### src/rtl/ram_slot_arbiter_pkg.sv
// Shared types for the SRAM slot arbiter: slot owner encoding and the
// priority rule applied at each slot boundary.
package ram_slot_arbiter_pkg;

  typedef enum logic [1:0] {
    OWNER_NONE  = 2'd0,
    OWNER_VIDEO = 2'd1,
    OWNER_CPU   = 2'd2,
    OWNER_DMA   = 2'd3
  } owner_t;

  localparam logic [1:0] PHASE_LAST = 2'd3;

  // Video always wins; a CPU/DMA contest is settled by the round-robin bit.
  function automatic owner_t pick_owner(input logic video, input logic cpu,
                                        input logic dma, input logic rr_dma);
    if (video)
      return OWNER_VIDEO;
    if (cpu && dma)
      return rr_dma ? OWNER_DMA : OWNER_CPU;
    if (cpu)
      return OWNER_CPU;
    if (dma)
      return OWNER_DMA;
    return OWNER_NONE;
  endfunction

endpackage

### src/rtl/ram_slot_arbiter_slot_phase.sv
// Four-phase slot counter locked to ck7; outputs one-hot decodes of the
// phase being entered at the next clk28 edge.
module slot_phase
  import ram_slot_arbiter_pkg::*;
(
  input  logic clk28,
  input  logic rst_n,
  input  logic ck7,
  output logic into_p0,
  output logic into_p1,
  output logic into_p2,
  output logic into_p3
);

  logic [1:0] phase;
  logic [1:0] phase_next;

  always_comb begin
    phase_next = '0;
    if (!ck7 && phase != PHASE_LAST)
      phase_next = phase + 2'd1;
  end

  always_ff @(posedge clk28) begin
    if (!rst_n)
      phase <= '0;
    else
      phase <= phase_next;
  end

  assign into_p0 = (phase_next == 2'd0);
  assign into_p1 = (phase_next == 2'd1);
  assign into_p2 = (phase_next == 2'd2);
  assign into_p3 = (phase_next == 2'd3);

endmodule

### src/rtl/ram_slot_arbiter.sv
// Time-slices one 512Kx8 SRAM between video, CPU and DMA in 4-clk28 slots;
// video has absolute priority, CPU and DMA alternate when both are waiting.
module ram_slot_arbiter
  import ram_slot_arbiter_pkg::*;
#(
  parameter int unsigned AW = 19,
  parameter int unsigned DW = 8
) (
  input  logic          clk28,
  input  logic          rst_n,
  input  logic          ck7,
  input  logic          video_req,
  input  logic [AW-1:0] video_addr,
  output logic          video_valid,
  input  logic          cpu_req,
  input  logic          cpu_wr,
  input  logic [AW-1:0] cpu_addr,
  input  logic [DW-1:0] cpu_wdata,
  output logic          cpu_hold,
  output logic          cpu_done,
  input  logic          dma_req,
  input  logic          dma_wr,
  input  logic [AW-1:0] dma_addr,
  input  logic [DW-1:0] dma_wdata,
  output logic          dma_ack,
  output logic [AW-1:0] ram_a,
  output logic [DW-1:0] ram_dout,
  output logic          ram_dout_en,
  output logic          ram_oe_n,
  output logic          ram_we_n,
  input  logic [DW-1:0] ram_din,
  output logic [DW-1:0] rd_data,
  output logic [1:0]    owner
);

  logic          into_p0, into_p1, into_p2, into_p3;
  owner_t        owner_q, grant;
  logic          rr_dma, cpu_served, slot_wr, cpu_pending;
  logic [AW-1:0] grant_addr;
  logic [DW-1:0] grant_wdata;
  logic          grant_wr;

  slot_phase u_slot_phase (
    .clk28   (clk28),
    .rst_n   (rst_n),
    .ck7     (ck7),
    .into_p0 (into_p0),
    .into_p1 (into_p1),
    .into_p2 (into_p2),
    .into_p3 (into_p3)
  );

  assign cpu_pending = cpu_req && !cpu_served;
  assign cpu_hold    = cpu_pending;
  assign owner       = owner_q;
  assign grant       = pick_owner(video_req, cpu_pending, dma_req, rr_dma);

  always_comb begin
    grant_addr  = video_addr;
    grant_wdata = '0;
    grant_wr    = 1'b0;
    case (grant)
      OWNER_CPU: begin
        grant_addr  = cpu_addr;
        grant_wdata = cpu_wdata;
        grant_wr    = cpu_wr;
      end
      OWNER_DMA: begin
        grant_addr  = dma_addr;
        grant_wdata = dma_wdata;
        grant_wr    = dma_wr;
      end
      default: ;
    endcase
  end

  // Every entry into phase 0 (natural wrap or ck7 resync) starts a fresh slot,
  // so a truncated slot simply has its strobes overwritten here.
  always_ff @(posedge clk28) begin
    if (!rst_n) begin
      owner_q     <= OWNER_NONE;
      rr_dma      <= 1'b0;
      cpu_served  <= 1'b0;
      slot_wr     <= 1'b0;
      ram_a       <= '0;
      ram_dout    <= '0;
      ram_dout_en <= 1'b0;
      ram_oe_n    <= 1'b1;
      ram_we_n    <= 1'b1;
      rd_data     <= '0;
      video_valid <= 1'b0;
      cpu_done    <= 1'b0;
      dma_ack     <= 1'b0;
    end else begin
      video_valid <= 1'b0;
      cpu_done    <= 1'b0;
      dma_ack     <= 1'b0;

      if (!cpu_req)
        cpu_served <= 1'b0;
      else if (into_p3 && owner_q == OWNER_CPU)
        cpu_served <= 1'b1;

      if (into_p0) begin
        owner_q  <= grant;
        slot_wr  <= grant_wr;
        ram_we_n <= 1'b1;
        if (grant == OWNER_NONE) begin
          ram_oe_n    <= 1'b1;
          ram_dout_en <= 1'b0;
        end else begin
          ram_a       <= grant_addr;
          ram_oe_n    <= grant_wr;
          ram_dout_en <= grant_wr;
          if (grant_wr)
            ram_dout <= grant_wdata;
        end
        if (!video_req && cpu_pending && dma_req)
          rr_dma <= ~rr_dma;
      end

      if (into_p1 && slot_wr)
        ram_we_n <= 1'b0;

      if (into_p2)
        ram_we_n <= 1'b1;

      if (into_p3 && owner_q != OWNER_NONE) begin
        if (!slot_wr)
          rd_data <= ram_din;
        ram_oe_n    <= 1'b1;
        ram_dout_en <= 1'b0;
        video_valid <= (owner_q == OWNER_VIDEO);
        cpu_done    <= (owner_q == OWNER_CPU);
        dma_ack     <= (owner_q == OWNER_DMA);
      end
    end
  end

endmodule

### config.mk
export PLATFORM = sky130hd
export DESIGN_NAME = ram_slot_arbiter
export DESIGN_NICKNAME = d
export VERILOG_FILES = /design/src/rtl/ram_slot_arbiter_pkg.sv /design/src/rtl/ram_slot_arbiter_slot_phase.sv /design/src/rtl/ram_slot_arbiter.sv
export SDC_FILE = /design/constraint.sdc
export NUM_CORES = 1
export LEC_CHECK = 0
export ABC_AREA = 1
export BUFFER_PORTS_ARGS = -buffer_cell sky130_fd_sc_hd__clkbuf_2
export CELL_PAD_IN_SITES_DETAIL_PLACEMENT = 0
export CELL_PAD_IN_SITES_GLOBAL_PLACEMENT = 1
export CORE_MARGIN = 4
export CORE_UTILIZATION = 31
export DETAILED_ROUTE_END_ITERATION = 10
export GPL_ROUTABILITY_DRIVEN = 0
export PLACE_DENSITY_LB_ADDON = 0.1
export SLEW_MARGIN = 20
export SYNTH_ARGS = -nofsm -noshare
export SYNTH_HDL_FRONTEND = slang
export SYNTH_HIERARCHICAL = 1
export SYNTH_SLANG_ARGS = --single-unit
### constraint.sdc
create_clock -name clk28 -period 4.05 [get_ports clk28]
set_input_delay 0.405 -clock clk28 [delete_from_list [all_inputs] [get_ports clk28]]
set_output_delay 0.405 -clock clk28 [all_outputs]
set_load 0.005 [all_outputs]
Word level (Yosys, flattened, before mapping)

Index checks and enable logic that the tools add are counted.

$add $sub $neg: 1
Multipliers: 0
Divide/modulo/power cells: 0
Magnitude comparators: 0
Eq/ne operators: 9
Shifts and indexed selects: 0
Multiplexer cells: 27
Bitwise gates (word level): 4
Reductions and logical operators: 23

Operator list:

| kind                                          | number |
|---|---|
| case mux 19 bit (2 select lines)              | 1 |
| 2-to-1 mux 2 bit                              | 9 |
| case mux 8 bit (2 select lines)               | 1 |
| 2-to-1 mux 1 bit                              | 15 |
| == test 2 bit, second input constant          | 6 |
| AND reduction 2 bit                           | 5 |
| logical AND 1 bit                             | 8 |
| == test 2 x 1 -> 1 bit, second input constant | 2 |
| logical NOT 2 bit                             | 2 |
| inverter 1 bit                                | 4 |
| nonzero test 2 bit                            | 2 |
| OR reduction 2 bit                            | 2 |
| logical NOT 1 bit                             | 3 |
| AND reduction 3 bit                           | 1 |
| adder 2 x 1 -> 2 bit, second input constant   | 1 |
| inequality test 2 bit, second input constant  | 1 |
| case mux 1 bit (2 select lines)               | 1 |

Bits in registers: 48
Bits in latches: 0
Bits in writable memories: 0
Memory bits (read-only): 0
Input port bits: 89
Output and inout port bits: 44
Word-level logic and storage cells: 78
Memories: 0

Logic depth before layout (Yosys ltp)

Word-level depth: 17
Depth in mapped cells: 10
Mapped depth without buffers: 9

Modules after synthesis

Netlist, hierarchy kept.

By module, submodules not included:

| module           | times used | cells each | area an instance (um^2) | sequential area each (um^2) |
|---|---|---|---|---|
| ram_slot_arbiter | 1          | 353        | 2242.2                  | 920.9 |
| slot_phase       | 1          | 14         | 97.6                    | 40.0 |

Least setup slack after synthesis

Ideal clock, no wire load.

Path kind: reg2reg
From: register u_slot_phase.phase[0]
To: register ram_a[3]
Setup time: 0.109 ns
Data arrival time: 1.699 ns
Required time: 3.941 ns
Path slack: 2.242 ns
Stages on the path, launching flop included: 9
Buffers on the path: 1
Clock period less this slack: 1.808 ns
Cells stage by stage: dfxtp_1 ha_1 o21ai_0 nand2_1 buf_2 a21oi_1 nand3_1 nand2_1 inv_1

Cells in the longest elaborated chain, start to end: 5
Elaborated cells on any way between the ends: 6
Those cells by class: add/sub: 1; eq/ne: 1; mux: 1; reduce/logical: 3

Ends and longest elaborated chain:

| what                                                         | RTL line                          | text |
|---|---|---|
| from (decl)                                                  | ram_slot_arbiter_slot_phase.sv:15 | `logic [1:0] phase;` |
| from (signal assigned)                                       | ram_slot_arbiter_slot_phase.sv:28 | `phase <= phase_next;` |
| branches (longest 2 deep; another with adder 2 x 1 -> 2 bit) | -                                 |  |
| 2-to-1 mux 2 bit (*)                                         | ram_slot_arbiter_slot_phase.sv:20 | `if (!ck7 && phase != PHASE_LAST)` |
| logical NOT 2 bit (*)                                        | ram_slot_arbiter_slot_phase.sv:31 | `assign into_p0 = (phase_next == 2'd0);` |
| via into_p0                                                  | ram_slot_arbiter.sv:36            | `logic into_p0, into_p1, into_p2, into_p3;` |
| AND reduction 2 bit (no line) (*)                            | -                                 |  |
| to (signal assigned)                                         | ram_slot_arbiter.sv:112           | `ram_a <= grant_addr;` |
| to (decl)                                                    | ram_slot_arbiter.sv:26            | `output logic [AW-1:0] ram_a,` |

Mark *: on every way through the listed nets, which the timed path passes.
A chain may end at the register's enable or synchronous reset.

Worst setup path in the final report

From: register u_slot_phase.phase[0]
To: register ram_a[14]

The elaborated chain is that of the path after synthesis.

==> metrics <==
status finished, final reports clean; main combinational cell family by area after synthesis simple AND/OR/NAND/NOR gates; total track usage 0.151; antenna-violating nets left 0; xor and xnor area share after synthesis 0; post-synthesis compound-gate area fraction 0.0898; RSZ-0062 raised after global routing no; Synth area leader dfxtp_1; leak pwr 1.80 nW; post-synth top area share 0.411; die area 9000 sq um; Max-Cap Viols 0; Cell Area, Synth 2340 sq um; DRT Pass-1 Iters 5; Hold-fix buffers, CTS 0; largest net degree at the start of global routing 28; clk slew on worst S/H paths 0.09 ns; Syn Area/Cell 6.38 sq um; layout cells sized above 1 0.312; #FFs+latches synth 48; n_diodes 0; PD cells 344 nW/um^2; hpwl dp 5.00 mm; Clk Latency, worst-skew pair 0.30 ns; vias in the first global route 2333; final WL 6.68 mm; CTS sink cnt 48; routed vias 2544; Max Root-Sink Buffers 2; fin cells 593; area of the multi-input gates 1130 sq um; initial antenna violation count 0; syn_nets 457; # DRC 0; WL per Instance 11.3 um; vias per inst 4.29; global route overflow 0; commonest non-fill, non-tap cell in the layout clkbuf_2; filler instances 857; Setup WS post-layout 1.62 ns; Max Freq 411 MHz; setup TNS 0 ns; Tmin final 2.43 ns; kind of critical path register to register; Hold Crit Class input port to register; number of port buffers 132; Syn-to-layout area delta 35.0%; endpoint class of the critical path register; slowest cell on the critical path nand2_1; setup violators final 0; CTS Root Buffer Type clkbuf_8; Critical Path Fanout Max 21; CP cell instances ha_1, nor2_2, o21ai_0, buf_4, nand2_1, clkinv_2, nor2_1, nor2_1, nand2_1, inv_1; yosys warns 6; peak supply drop 0.144 mV; Final #Nets 583; Inst Count DP 585; final instance area 3160 sq um; Initial Util 0.321; CP required 4.25 ns; number of DRC markers in iteration 0 85; htree depth 2; Setup WS pre-CTS 1.48 ns; period utilisation layout 0.601; Crit path largest cell delay 0.57 ns; FP Rows 31; commonest cells after routing, fill and taps aside clkbuf_2 (132), nand2_1 (108), nor2_1 (81); Seq/Total Area, Yosys 0.411; Reg area 961 sq um; Setup Fix Bufs, Post-CTS 0; Yosys cell types 25; max-slew violations 0; Die Span X 94.9 um; CTS Buf Count 5; worst-margin pin slew 0.763 ns; Clock Skew 0.00676 ns; Synth Instances 367; mux contribution to synthesized area 0; Slew headroom 0.490; PostCTS Resize Cnt 0; Boundary Pins 133; Design Power 1.09 mW; placed cell areas 3040 sq um; worst path arrival time 2.63 ns; total core area 7290 sq um; die height 94.9 um; wire length of the first global-routing pass 10.8 mm; Final Hold Viols 0; Synth Area in Simple Gates 0.388; top post-synthesis cells by area dfxtp_1 (41%), nand2_1 (17%), nor2_1 (13%); Setup crit start kind register; clock tree from TritonCTS done; Adder-Cell Fraction of Synth Area 0.00535
## kinds of logic (layout without fill, tap and decap cells)
group | after synthesis | in the layout
and+or+nand+nor | 222 | 222
DFF | 48 | 48
adders and majority gates | 1 | 1
AOI/OAI and AO/OA | 40 | 40
buffers and inverters | 56 | 183
## Yosys cell counts (all sizes together)
master,n
nand2,111
nor2,84
dfxtp,48
inv,40
a21oi,24
nand3,24
o21ai,14
buf,9
clkbuf,5
clkinv,2
a21boi,1
a221oi,1
ha,1
nand4,1
nor3,1
nor4,1
## flip-flops by register name, summed over array words and instances, names as in the netlist
name                count
ram_we_n                1
cpu_done                1
ram_oe_n                1
u_slot_phase/phase      2
slot_wr                 1
ram_dout_en             1
ram_a                  19
rr_dma                  1
dma_ack                 1
rd_data                 8
video_valid             1
owner                   2
cpu_served              1
ram_dout                8
## through the flow
step | hold slack (ns) | util
after CTS | 0.307 | 0.433
final | 0.320 | 0.433
after floorplan | 0.442 | -
after global routing | 0.313 | 0.433
after global placement | 0.451 | 0.417
after detailed placement | 0.457 | 0.417
## area by class of cell
cell class,count,share of cell area
clock buffer,5,0.0218
clock inverter,3,0.0150
inverter,42,0.0503
multi-input combinational,263,0.358
sequential,48,0.304
tap,99,0.0392
timing repair buffer,133,0.211
## power breakdown
group | internal, mW | switching [mW]
logic | 0.0943 | 0.117
registers | 0.504 | 0.0175
clock network | 0.186 | 0.168
## critical path: cells and delay by family, from the launching register on
| kind | cells | cell delay (ns) |
|---|---|---|
| simple gates | 5 | 1.04 |
| compound gates | 1 | 0.09 |
| buf+inv | 3 | 0.65 |
| fa+ha+maj | 1 | 0.20 |
| flops | 1 | 0.34 |
## worst paths after layout
path / from / end / slack (ns) / cells after the start
worst max-delay path: u_slot_phase/phase[0] / ram_a[14] / 1.62 / 10
worst min-delay path: ram_din[5] / rd_data[5] / 0.32 / 3
worst max register to register: u_slot_phase/phase[0] / ram_a[14] / 1.62 / 10
worst min register to register: ram_dout_en / ram_dout_en / 0.47 / 2
## metal layers
metal / track usage / part of all wire
met1: 0.204 / 0.46
met2: 0.243 / 0.47
met3: 0.0398 / 0.068
met4: 0.0325 / 0.0067
met5: 0 / 0
No activity file was read; power rests on OpenSTA's default activity.
